### config.mk
export PLATFORM = sky130hd
export DESIGN_NAME = uart_receiver
export DESIGN_NICKNAME = d
export VERILOG_FILES = /design/src/rtl/uart_receiver.sv
export SDC_FILE = /design/constraint.sdc
export NUM_CORES = 1
export LEC_CHECK = 0
export CORE_ASPECT_RATIO = 1.1
export CORE_MARGIN = 3
export CORE_UTILIZATION = 50
export CTS_BUF_LIST = sky130_fd_sc_hd__clkbuf_16
export CTS_CLUSTER_SIZE = 30
export DETAILED_ROUTE_END_ITERATION = 12
export DONT_BUFFER_PORTS = 1
export PLACE_DENSITY = 0.66
export SLEW_MARGIN = 20
export SYNTH_ARGS = -nofsm -noshare
export SYNTH_HDL_FRONTEND = slang
export SYNTH_SLANG_ARGS = --single-unit
export TNS_END_PERCENT = 50
### constraint.sdc
create_clock -name rx_clk -period 2.1 [get_ports rx_clk]
set_clock_uncertainty 0.2 [all_clocks]
set_input_delay 0.42 -clock rx_clk [delete_from_list [all_inputs] [get_ports rx_clk]]
set_output_delay 0.42 -clock rx_clk [all_outputs]
set_load 0.05 [all_outputs]
### src/rtl/uart_receiver.sv
// UART receiver: oversampled start detect, mid-bit sampling, LSB-first
// reassembly, optional parity and stop-bit checking with a one-cycle strobe.
module uart_receiver #(
    parameter int Data_length = 8,
    parameter int parity_en   = 0,
    parameter int clk_per_bit = 20
) (
    input  logic                   rx_clk,
    input  logic                   rst,
    input  logic                   serialdata_in,
    input  logic                   parity_type,
    output logic [Data_length-1:0] dataout,
    output logic                   rx_valid,
    output logic                   parity_err,
    output logic                   frame_err,
    output logic                   rx_busy
);

    localparam int BW = $clog2(clk_per_bit);
    localparam int CW = $clog2(Data_length + 1);
    localparam logic [BW-1:0] HALF = BW'(clk_per_bit / 2 - 1);
    localparam logic [BW-1:0] LAST = BW'(clk_per_bit - 1);
    localparam logic [CW-1:0] LAST_BIT = CW'(Data_length - 1);

    typedef enum logic [2:0] {IDLE, START, DATA, PARITY, STOP} state_t;

    state_t state, state_n;

    logic                   sync1, rxs, rxs_d;
    logic [BW-1:0]          baud;
    logic [CW-1:0]          bit_cnt;
    logic [Data_length-1:0] shift;
    logic [Data_length:0]   shift_ext;
    logic                   perr;
    logic                   fall;
    logic                   parity_exp;
    logic                   baud_clr, bit_inc, bit_clr;
    logic                   shift_en, par_en, stop_en;

    assign fall       = rxs_d & ~rxs;
    assign shift_ext  = {rxs, shift};
    assign parity_exp = parity_type ? ~(^shift) : ^shift;
    assign rx_busy    = (state != IDLE);

    always_comb begin
        state_n  = state;
        baud_clr = 1'b0;
        bit_inc  = 1'b0;
        bit_clr  = 1'b0;
        shift_en = 1'b0;
        par_en   = 1'b0;
        stop_en  = 1'b0;
        unique case (state)
            IDLE: begin
                baud_clr = 1'b1;
                if (fall) state_n = START;
            end
            START: begin
                if (baud == HALF) begin
                    baud_clr = 1'b1;
                    state_n  = rxs ? IDLE : DATA;
                end
            end
            DATA: begin
                if (baud == LAST) begin
                    baud_clr = 1'b1;
                    shift_en = 1'b1;
                    if (bit_cnt == LAST_BIT) begin
                        bit_clr = 1'b1;
                        state_n = (parity_en != 0) ? PARITY : STOP;
                    end else begin
                        bit_inc = 1'b1;
                    end
                end
            end
            PARITY: begin
                if (baud == LAST) begin
                    baud_clr = 1'b1;
                    par_en   = 1'b1;
                    state_n  = STOP;
                end
            end
            STOP: begin
                if (baud == LAST) begin
                    baud_clr = 1'b1;
                    stop_en  = 1'b1;
                    state_n  = IDLE;
                end
            end
            default: begin
                baud_clr = 1'b1;
                state_n  = IDLE;
            end
        endcase
    end

    // Synchronizer presets high so release never looks like a start edge.
    always_ff @(posedge rx_clk or negedge rst) begin
        if (!rst) begin
            sync1 <= 1'b1;
            rxs   <= 1'b1;
            rxs_d <= 1'b1;
        end else begin
            sync1 <= serialdata_in;
            rxs   <= sync1;
            rxs_d <= rxs;
        end
    end

    always_ff @(posedge rx_clk or negedge rst) begin
        if (!rst) begin
            state   <= IDLE;
            baud    <= '0;
            bit_cnt <= '0;
            shift   <= '0;
            perr    <= 1'b0;
        end else begin
            state <= state_n;
            if (baud_clr) baud <= '0;
            else          baud <= baud + BW'(1);
            if (bit_clr)      bit_cnt <= '0;
            else if (bit_inc) bit_cnt <= bit_cnt + CW'(1);
            if (shift_en) shift <= shift_ext[Data_length:1];
            if (par_en)   perr  <= rxs ^ parity_exp;
        end
    end

    always_ff @(posedge rx_clk or negedge rst) begin
        if (!rst) begin
            dataout    <= '0;
            rx_valid   <= 1'b0;
            parity_err <= 1'b0;
            frame_err  <= 1'b0;
        end else begin
            rx_valid <= stop_en;
            if (stop_en) begin
                dataout    <= shift;
                parity_err <= (parity_en != 0) ? perr : 1'b0;
                frame_err  <= ~rxs;
            end
        end
    end

endmodule

# [After elaboration in Yosys (flattened, before gate mapping)]
# Index checks and enable logic that the tools add are counted.
[word_totals] romBits=0 reg_bits=33 elab_cells=54 latchBits=0 memories=0 ramBits=0
[classes] n_lt_le_gt_ge=0 n_mul=0 bitwise_logic=2 n_reduce_logical=5 add_sub_neg=2 shift=0 muxes=22 n_eq_ne=13 n_div=0
[ops] op="two-way mux 3 bit" n=6
[ops] op="case mux 3 bit (5 select lines)" n=1
[ops] op="!= test 2 bit, second input constant" n=6
[ops] op="two-way mux 1 bit" n=10
[ops] op="two-way mux 4 bit" n=2
[ops] op="== test 3 x 2 -> 1 bit, second input constant" n=2
[ops] op="AND reduction 6 bit" n=1
[ops] op="adder 5 x 1 -> 5 bit, second input constant" n=1
[ops] op="== test 5 x 4 -> 1 bit, second input constant" n=1
[ops] op="== test 5 bit, second input constant" n=1
[ops] op="two-way mux 5 bit" n=1
[ops] op="adder 4 x 1 -> 4 bit, second input constant" n=1
[ops] op="== test 4 x 3 -> 1 bit, second input constant" n=1
[ops] op="== test 3 x 1 -> 1 bit, second input constant" n=1
[ops] op="== test 3 bit, second input constant" n=1
[ops] op="logical NOT 3 bit" n=1
[ops] op="nonzero test 3 bit" n=1
[ops] op="OR reduction 3 bit" n=1
[ops] op="two-way mux 2 bit" n=1
[ops] op="case mux 1 bit (2 select lines)" n=1
[ops] op="nonzero test 2 bit" n=1
[ops] op="bitwise AND 1 bit" n=1
[ops] op="NOT 1 bit" n=1

# [Depth between registers and ports, before layout]
# Gate-level depths: netlist (run 1).
[depth] word_depth=6 depth_mapped=5 mapped_depth_nobuf=5

# [Least setup slack after synthesis (run 1)]
# OpenSTA, ideal clock, no wires.
[synth_path] kind="reg2reg" start="register baud[0]" end="register dataout[0]" required_time_ns=1.775 n_path_buf=1 arrival_ns=1.437 stages_incl_launch_ff=6 setup_time_ns=0.125 synth_period_minus_slack_ns=1.761 path_slack_ns=0.339 cell_sequence="dfrtp_1 -> ha_1 -> and4bb_2 -> buf_4 -> nand2_4 -> mux2_2"
[synth_between] elab_chain_cells=3
[synth_lines] item="from (decl)" line_no="30" source="logic [BW-1:0] baud;"
[synth_lines] item="from (signal assigned)" line_no="120" source="else baud <= baud + BW'(1);"
[synth_lines] item="== test 5 bit" line_no="84" source="if (baud == LAST) begin"
[synth_lines] item="two-way mux 1 bit" line_no="84"
[synth_lines] item="two-way mux 1 bit" line_no="53" source="unique case (state)"
[synth_lines] item="to (signal assigned)" line_no="137" source="dataout <= shift;"
[synth_lines] item="to (decl)" line_no="12" source="output logic [Data_length-1:0] dataout,"
# No other way between the ends.
# A chain may end at the register's enable or synchronous reset.

# [Final worst setup path (run 1)]
[layout_path] start="register state[0]" end="output rx_busy"
[layout_between] elab_chain_cells=1
[layout_lines] item="from (decl)" line_no="27" source="state_t state, state_n;"
[layout_lines] item="from (signal assigned)" line_no="118" source="state <= state_n;"
[layout_lines] item="nonzero test 3 bit" line_no="43" source="assign rx_busy = (state != IDLE);"
[layout_lines] item="to (decl)" line_no="16" source="output logic rx_busy"
# No other way between the ends.

==> results of run 1 <==
## power by group
group | switching, µW | internal, µW | leakage [µW]
sequential | 84.5 | 698 | 0.000442
combinational | 143 | 130 | 0.000302
clock | 228 | 424 | 0.0000738
total | 455 | 1250 | 0.000818
## cells in the final DEF (no fill, tap or decap)
cell,instances
ha_1,3
xnor2_1,2
mux2i_1,2
and3b_1,1
o21ai_0,1
mux2_2,20
xor2_1,2
and3_1,1
nand2_4,2
nor2_1,4
clkbuf_16,5
nand3_1,4
dlygate4sd3_1,2
a21oi_1,5
conb_1,1
inv_1,5
dfrtp_1,30
o21bai_1,1
buf_12,1
or4b_4,1
clkinv_1,1
or3_1,1
nor4bb_1,1
and4bb_2,1
o21a_1,1
nor2b_1,2
nor3b_4,2
dfstp_2,3
a32o_1,2
## per-stage QoR
stage,setup WS [ns],cell area (µm²),cells,hold WS (ns)
final,0.07443,1608,138,0.1511
after global routing,0.04289,1608,138,0.1579
after CTS,0.06506,1608,138,0.1581
after detailed placement,0.2941,1431,127,-0.07458
after global placement,0.2937,1431,127,-0.07472
after floorplan,0.3387,1408,98,-0.07559
## path summary, 6_finish.rpt
kind                       slack [ns]     start         end
max                              0.07  state[0]     rx_busy
min                              0.15     sync1         rxs
max reg2reg                      0.30   baud[0]  dataout[0]
min reg2reg                      0.15     sync1         rxs
max in group asynchronous        1.06       rst       sync1
min in group asynchronous        0.40       rst     baud[2]
## registers in the layout, summed over array words and instances (netlist names)
name / cells
baud: 5
bit_cnt: 4
dataout: 8
frame_err: 1
rx_valid: 1
rxs: 1
rxs_d: 1
shift: 8
state: 3
sync1: 1
## cells by family (layout without fill, tap and decap cells)
| group | count (synthesis) | count (layout) | synth area share [%] |
|---|---|---|---|
| adders and majority gates | 3 | 3 | 2.667 |
| muxes | 22 | 22 | 17.42 |
| and+or+nand+nor | 20 | 20 | 11.73 |
| DFF | 33 | 33 | 58.93 |
| other | 1 | 1 | 0.2664 |
| AOI/OAI and AO/OA | 10 | 10 | 4.622 |
| xor gates and xnor gates | 4 | 4 | 2.489 |
| buffers and inverters | 5 | 14 | 1.866 |
## layout make-up
| class | count | area [µm²] |
|---|---|---|
| sequential | 33 | 829.5 |
| inverter | 3 | 11.26 |
| timing repair buffer | 3 | 40.04 |
| clock inverter | 3 | 11.26 |
| fill | 206 | 983.4 |
| multi-input combinational | 60 | 551.8 |
| tap | 31 | 38.79 |
| clock buffer | 5 | 125.1 |
## repair_timing
item | 4_1_cts | 5_1_grt
resized for setup | 0 | 0
hold buffers | 3 | 0
endpoints found under the hold margin | 34 | 0
## layer usage
| layer | global-route usage [%] | part of all wire [%] | vias up |
|---|---|---|---|
| met4 | 8.136 | 2.8 | 0 |
| met3 | 7.128 | 6.9 | 6 |
| met1 | 16.15 | 44 | 374 |
| met5 | 0 | 0 | - |
| met2 | 22.28 | 47 | 20 |
| li1 | - | - | 364 |
==> flow_summary.json, run 1 <==
{
  "tns_ns": 0,
  "ys.flop_type": "dfrtp_1",
  "period_minus_slack_ns": 2.026,
  "synthDistinctLibCells": 26,
  "worst_slew_pin_slew_ns": 0.5447,
  "async_reset_ff_share_pct": 100.0,
  "worst_skew_pair.late_latency_ns": 0.27,
  "htree_levels": 2,
  "cts_tree": "built",
  "synth.most_common_cell": "dfrtp_1",
  "sequential_to_total_area_share_from_yosys_stat_pct": 58.93,
  "gp_congestion": 0.7676,
  "timing_max_transition_violations_final": 0,
  "hpwl_after_detailed_placement_um": 1322,
  "crit_required_ns": 1.48,
  "synth_top_area_share_pct": 53.33,
  "cts.sink_count": 33,
  "grt_use_total_pct": 14.29,
  "antenna_found_initial": 0,
  "ys.warnings.count": 0,
  "synth_cell_count_leaders": "dfrtp_1 (30), mux2_2 (20), a21oi_1 (5)",
  "via_count_of_the_first_global_routing_pass": 796,
  "io_pins": 16,
  "utilization_pct": 62.05,
  "drt_pass1_iterations": 4,
  "timing.reg2reg.worst_path_depth": 4,
  "port_buffers": 0,
  "drc": 0,
  "grt_pass1_wl_um": 3594,
  "finalCritPeriodShare_pct": 96.46,
  "syn2layout_area_growth_pct": 14.22,
  "route.final.wire_length_um": 2057,
  "end_kind": "output port",
  "timing.final.hold_violations": 0,
  "cpLargestDelayFamily": "simple AND/OR/NAND/NOR gates",
  "placementRows": 19,
  "post-cts-setup-buffers": 0,
  "clock_pin_slew_of_the_registers_on_the_worst_case_setup_and_hold_paths_ns": 0.05,
  "ant_nets": 0,
  "cts_buffers": 5,
  "mappedNetlistArea_um2": 1408,
  "die-area_um2": 3489,
  "finalSetupViolations": 0,
  "power_uw": 1706,
  "wl_per_cell_um": 14.91,
  "insertedDiodeCount": 0,
  "postSynthRegisterBits": 33,
  "crit_fanout": 8,
  "cp_num_cells": 1,
  "max-clock-path-buffers": 2,
  "drtIter0Drc": 3,
  "worst_path_largest_cell_delay_ns": 0.64,
  "hold_path_class": "reg2reg",
  "leakage_uw": 0.0008176,
  "vias_cell": 5.536,
  "slowest_stage": "or3_1",
  "vdd_ir_drop_max_v": 0.0008585,
  "slew_headroom_pct": 63.19,
  "min_path_cells": 0,
  "timing.setup.critical_path_class": "reg2out",
  "cellPowerDensity_nw_per_um2": 1061,
  "setup.worst_path.start_class": "flip-flop",
  "postSynthAreaPerCell_um2": 14.36,
  "synth_fp_nets": 105,
  "netlist_top_cells_area": "dfrtp_1 (53%), mux2_2 (16%), dfstp_2 (5.6%)",
  "layout-drive-gt1-share_pct": 32.71,
  "core-area_um2": 2591,
  "grt_start_max_net_pins": 34,
  "cts-root-buf": "clkbuf_16",
  "maxCapViolCount": 0,
  "unrepaired_setup_endpoints_after_global_routing": "no",
  "clock.fmax_mhz": 493.7,
  "critical_path_arrival_ns": 1.41,
  "die_height_um": 61.65,
  "cp_cell_sequence": "or3_1",
  "finish.net_count": 113,
  "floorplan.die.width_um": 56.59,
  "synth_cells": 98,
  "vias": 764,
  "synth_enable_flop_cells": 0,
  "synth_top_cell_by_area": "dfrtp_1",
  "starting_utilization_of_the_core_area_pct": 54.32,
  "path_buf_inv": 0,
  "outcome": "finished, final reports clean",
  "grt-ovfl-total": 0
}
Note: power is estimated with default switching activity, not from simulation.
==> inputs of run 2 (changes only) <==
==> constraint.sdc (replaced) <==
create_clock -name rx_clk -period 2.1 [get_ports rx_clk]
set_clock_uncertainty 0.2 [all_clocks]
set_input_delay 0.525 -clock rx_clk [delete_from_list [all_inputs] [get_ports rx_clk]]
set_output_delay 0.525 -clock rx_clk [all_outputs]
set_load 0.05 [all_outputs]
==> run 2 against run 1 <==
Critical path depth did not move; total power rose by 12%; routed wire length rose by 5.8%; first-iteration DRC count rose to 7.0 times the previous value; sequential cell count did not move; clock power rose by 26%; largest cell class unchanged; highest routed layer unchanged.
==> flow_summary.json, run 2 (synthesized netlist as in run 1, its figures left out) <==
{
  "timing.setup.critical_path_class": "reg2out",
  "ant_nets": 0,
  "vias": 780,
  "hold_path_class": "in2reg",
  "drt_pass1_iterations": 4,
  "dr.max_layer_used": "met4",
  "die_height_um": 61.65,
  "worst_slew_pin_slew_ns": 0.5897,
  "grt_use_total_pct": 15.02,
  "vias_cell": 5.652,
  "cp_cell_sequence": "or3_4",
  "starting_utilization_of_the_core_area_pct": 54.32,
  "finish.net_count": 113,
  "largestRegisters": "dataout x8, shift x8, baud x5",
  "port_buffers": 0,
  "grt_start_max_net_pins": 34,
  "r2r-end": "dataout[0]",
  "cts_buffers": 5,
  "syn2layout_area_growth_pct": 16.89,
  "mostFrequentLayoutCells": "dfrtp_1 (30), mux2_2 (20), a21oi_1 (5), clkbuf_16 (5)",
  "max-clock-path-buffers": 2,
  "unrepaired_setup_endpoints_after_global_routing": "no",
  "htree_levels": 2,
  "end_kind": "output port",
  "placementRows": 19,
  "layout-drive-gt1-share_pct": 37.38,
  "hold_end": "sync1",
  "r2r_setup_slack_ns": 0.28,
  "utilization_pct": 63.50,
  "min_path_cells": 0,
  "timing.hold.ws_ns": 0.04065,
  "grt-ovfl-total": 0,
  "worst_path_largest_cell_delay_ns": 0.50,
  "met2_length_um": 1090,
  "vdd_ir_drop_max_v": 0.0008624,
  "holdCritStartpoint": "serialdata_in",
  "core-area_um2": 2591,
  "period_minus_slack_ns": 1.978,
  "wl_per_cell_um": 15.78,
  "path_buf_inv": 0,
  "worst_skew_pair.late_latency_ns": 0.28,
  "gp_congestion": 0.7466,
  "slew_headroom_pct": 60.15,
  "cts_tree": "built",
  "timing_max_transition_violations_final": 0,
  "insertedDiodeCount": 0,
  "antenna_found_initial": 0,
  "final_common_cell": "dfrtp_1",
  "floorplan.die.width_um": 56.59,
  "timing.reg2reg.worst_path_depth": 4,
  "fin_area_um2": 1645,
  "die-area_um2": 3489,
  "leakage_uw": 0.0008251,
  "cts-root-buf": "clkbuf_16",
  "finalSetupViolations": 0,
  "crit_required_ns": 1.37,
  "cpLargestDelayFamily": "simple AND/OR/NAND/NOR gates",
  "setup.worst_path.start_class": "flip-flop",
  "post-cts-setup-buffers": 0,
  "clock_pin_slew_of_the_registers_on_the_worst_case_setup_and_hold_paths_ns": 0.05,
  "cellPowerDensity_nw_per_um2": 1157,
  "critical_path_arrival_ns": 1.25,
  "io_pins": 16,
  "drtIter0Drc": 21,
  "tns_ns": 0,
  "route.final.wire_length_um": 2177,
  "via_count_of_the_first_global_routing_pass": 803,
  "clock.fmax_mhz": 505.5,
  "crit_fanout": 7,
  "worst_r2r_startpoint": "baud[0]",
  "met1Wirelength_um": 912,
  "grt_pass1_wl_um": 3726,
  "cts.sink_count": 33,
  "fillers": 212,
  "outcome": "finished, final reports clean",
  "timing.final.hold_violations": 0,
  "slowest_stage": "or3_4",
  "maxCapViolCount": 0,
  "routed-wl-met3_um": 121,
  "hpwl_after_detailed_placement_um": 1405,
  "post_dp_cell_area_um2": 1439,
  "drc": 0,
  "finalCritPeriodShare_pct": 94.19
}
## run 2: power breakdown
part / switching, µW / total, µW / internal, µW
clock: 264 / 824 / 560
combinational: 169 / 315 / 146
sequential: 67.3 / 764 / 697
## run 2: worst max path at each step
stage	from	to	slack, ns	depth (start not counted)
after floorplan	state[0]	rx_busy	0.31	1
after global placement	baud[0]	dataout[6]	0.29	4
after detailed placement	baud[0]	dataout[0]	0.27	4
after CTS	state[1]	rx_busy	0.002	1
after global routing	state[1]	rx_busy	0.09	1
final	state[1]	rx_busy	0.12	1
## run 2: area by class of cell
cell class / instances / area [µm²] / share of cell area [%]
tap: 31 / 38.79 / 2.357
sequential: 33 / 829.5 / 50.42
clock inverter: 3 / 46.29 / 2.814
timing repair buffer: 3 / 37.54 / 2.281
multi-input combinational: 60 / 556.8 / 33.84
clock buffer: 5 / 125.1 / 7.605
inverter: 3 / 11.26 / 0.6844
## run 2: metrics by stage
step | setup WS (ns) | instances | power (µW)
global placement | 0.2948 | 128 | 1047
finish | 0.1219 | 138 | 1903
detailed placement | 0.2678 | 128 | 1061
global route | 0.09072 | 138 | 1991
floorplan | 0.3062 | 98 | 997.8
CTS | 0.002287 | 138 | 1917
## run 2: routing by layer
layer,GRT usage (%),vias to the layer above
met5,0,-
met4,9.831,0
met3,7.547,6
met2,23.27,13
met1,16.56,402
li1,-,359
## run 2: repair_timing
action,4_1_cts,5_1_grt
resized for setup,0,1
hold buffers,2,0
hold endpoints to repair,33,0
endpoints found under the setup margin,0,1
==> inputs of run 3 (changes only) <==
- DONT_BUFFER_PORTS: 1 -> not set
- PLACE_DENSITY: 0.66 -> 0.73
==> run 3 against run 2 <==
Die area did not move; clock-buffer cell count unchanged; fmax shrank 2.9%; sequential cell count stayed put; clock power decreased by 19%; total power fell by 8.3%; sequential share of layout area fell by 1.2 points.
==> flow_summary.json, run 3 (synthesized netlist as in run 1, its figures left out) <==
{
  "floorplan.die.width_um": 56.59,
  "slowest_stage": "dfrtp_1",
  "vdd_ir_drop_max_v": 0.0009815,
  "power.share.switching_pct": 27.18,
  "cts.sink_count": 33,
  "antenna_found_initial": 0,
  "period_minus_slack_ns": 2.037,
  "worst_r2r_startpoint": "baud[0]",
  "setup.worst_path.start": "state[1]",
  "drc": 0,
  "ant_nets": 0,
  "cellPowerDensity_nw_per_um2": 1035,
  "outcome": "finished, final reports clean",
  "finish.net_count": 125,
  "slew_headroom_pct": 64.51,
  "worst_slew_pin_slew_ns": 0.5251,
  "share_seq_of_total_power_pct": 43.7,
  "grt-ovfl-total": 0,
  "die_height_um": 61.65,
  "worst_skew_pair.late_latency_ns": 0.27,
  "clock_pin_slew_of_the_registers_on_the_worst_case_setup_and_hold_paths_ns": 0.05,
  "vias": 810,
  "port_buffers": 13,
  "setup.worst_path.start_class": "flip-flop",
  "end_kind": "output port",
  "timing.hold.ws_ns": 0.1537,
  "syn2layout_area_growth_pct": 19.82,
  "timing_max_transition_violations_final": 0,
  "vias_cell": 5.400,
  "worst_path_largest_cell_delay_ns": 0.47,
  "share_comb_of_total_power_pct": 18.1,
  "mostFrequentLayoutCells": "dfrtp_1 (30), mux2_2 (20), buf_4 (13)",
  "r2r_setup_slack_ns": 0.26,
  "maxCapViolCount": 0,
  "post-cts-setup-buffers": 0,
  "path_buf_inv": 1,
  "internal_power_uw": 1271,
  "htree_levels": 2,
  "finalCritPeriodShare_pct": 96.99,
  "power.share.clock_pct": 38.2,
  "via_count_of_the_first_global_routing_pass": 835,
  "fillers": 214,
  "drt_pass1_iterations": 4,
  "cpLargestDelayFamily": "flip-flops",
  "grt_use_total_pct": 15.52,
  "timing.setup.critical_path_class": "reg2out",
  "cts_buffers": 5,
  "insertedDiodeCount": 0,
  "hpwl_after_detailed_placement_um": 1435,
  "finalSetupViolations": 0,
  "cts_tree": "built",
  "grt_start_max_net_pins": 34,
  "unrepaired_setup_endpoints_after_global_routing": "no",
  "crit_required_ns": 1.37,
  "cp_cell_sequence": "or3_1 > buf_4",
  "wl_per_cell_um": 14.81,
  "crit_fanout": 7,
  "timing.final.hold_violations": 0,
  "route.final.wire_length_um": 2221,
  "hold_path_class": "reg2reg",
  "critical_path_arrival_ns": 1.31,
  "grt_pass1_wl_um": 3877,
  "r2r-end": "dataout[3]",
  "io_pins": 16,
  "starting_utilization_of_the_core_area_pct": 54.32,
  "cts_hold_repair.buffers": 0,
  "largestRegisters": "dataout x8, shift x8, baud x5",
  "setup.worst_path.end": "rx_busy",
  "die-area_um2": 3489,
  "max-clock-path-buffers": 2,
  "core-area_um2": 2591,
  "timing.reg2reg.worst_path_depth": 4,
  "gp_congestion": 0.7742,
  "final_common_cell": "dfrtp_1",
  "layout-drive-gt1-share_pct": 40.34,
  "placementRows": 19,
  "clock.fmax_mhz": 491.0,
  "cts-root-buf": "clkbuf_16",
  "tns_ns": 0,
  "power.net_switching_uw": 474.4,
  "leakage_uw": 0.0008707,
  "cp_num_cells": 2,
  "drtIter0Drc": 29,
  "cts_repair_resize_count": 0
}
## run 3: changes by cell type in the layout (fill, tap and decap cells not counted)
cell,before,now
buf_4,1,13
clkdlybuf4s50_1,0,2
clkinv_1,0,2
buf_12,1,0
bufinv_16,1,0
clkinv_2,0,1
clkinv_4,1,0
clkinvlp_4,1,0
dlygate4sd3_1,1,0
or3_1,0,1
or3_4,1,0
## run 3: power groups by stage
stage | Combinational [µW] | Clock [µW] | Sequential [µW]
after detailed placement | 314 | 0 | 773
final | 316 | 666 | 763
after CTS | 318 | 691 | 764
after floorplan | 227 | 0 | 771
after global routing | 352 | 712 | 776
after global placement | 303 | 0 | 769
## run 3: how the worst min path moves through the flow
stage | startpoint | endpoint | slack (ns) | cells past startpoint
final | sync1 | rxs | 0.15 | 0
after global routing | sync1 | rxs | 0.16 | 0
after detailed placement | sync1 | rxs | 0.15 | 0
after global placement | sync1 | rxs | 0.15 | 0
after floorplan | rst | baud[0] | 0.03 | 0
after CTS | sync1 | rxs | 0.16 | 0
## run 3: final cells by class
type / count / area (µm²) / area share, %
Inverter: 3 / 11.26 / 0.6677
Timing Repair Buffer: 15 / 117.6 / 6.973
Multi-Input combinational cell: 60 / 551.8 / 32.72
Clock buffer: 5 / 125.1 / 7.418
Tap cell: 31 / 38.79 / 2.300
Sequential cell: 33 / 829.5 / 49.18
Clock inverter: 3 / 12.51 / 0.7418
## run 3: layer usage
metal,up-vias,track usage [%],wire [µm]
met5,-,0,0
met4,0,11.53,63
met3,4,6.289,96
met2,17,23.43,1043
met1,406,18.02,1017
li1,383,-,-
## run 3: through the flow
stage | setup WS (ns) | total power (µW) | util (%) | instance area, µm² | std cells
final | 0.06330 | 1745 | 65.09 | 1687 | 150
after CTS | 0.04574 | 1773 | 65.09 | 1687 | 150
after global placement | 0.3011 | 1072 | 59.78 | 1549 | 142
after floorplan | 0.3062 | 997.8 | - | 1408 | 98
after global routing | 0.004005 | 1841 | 65.09 | 1687 | 150
after detailed placement | 0.2550 | 1087 | 59.78 | 1549 | 142
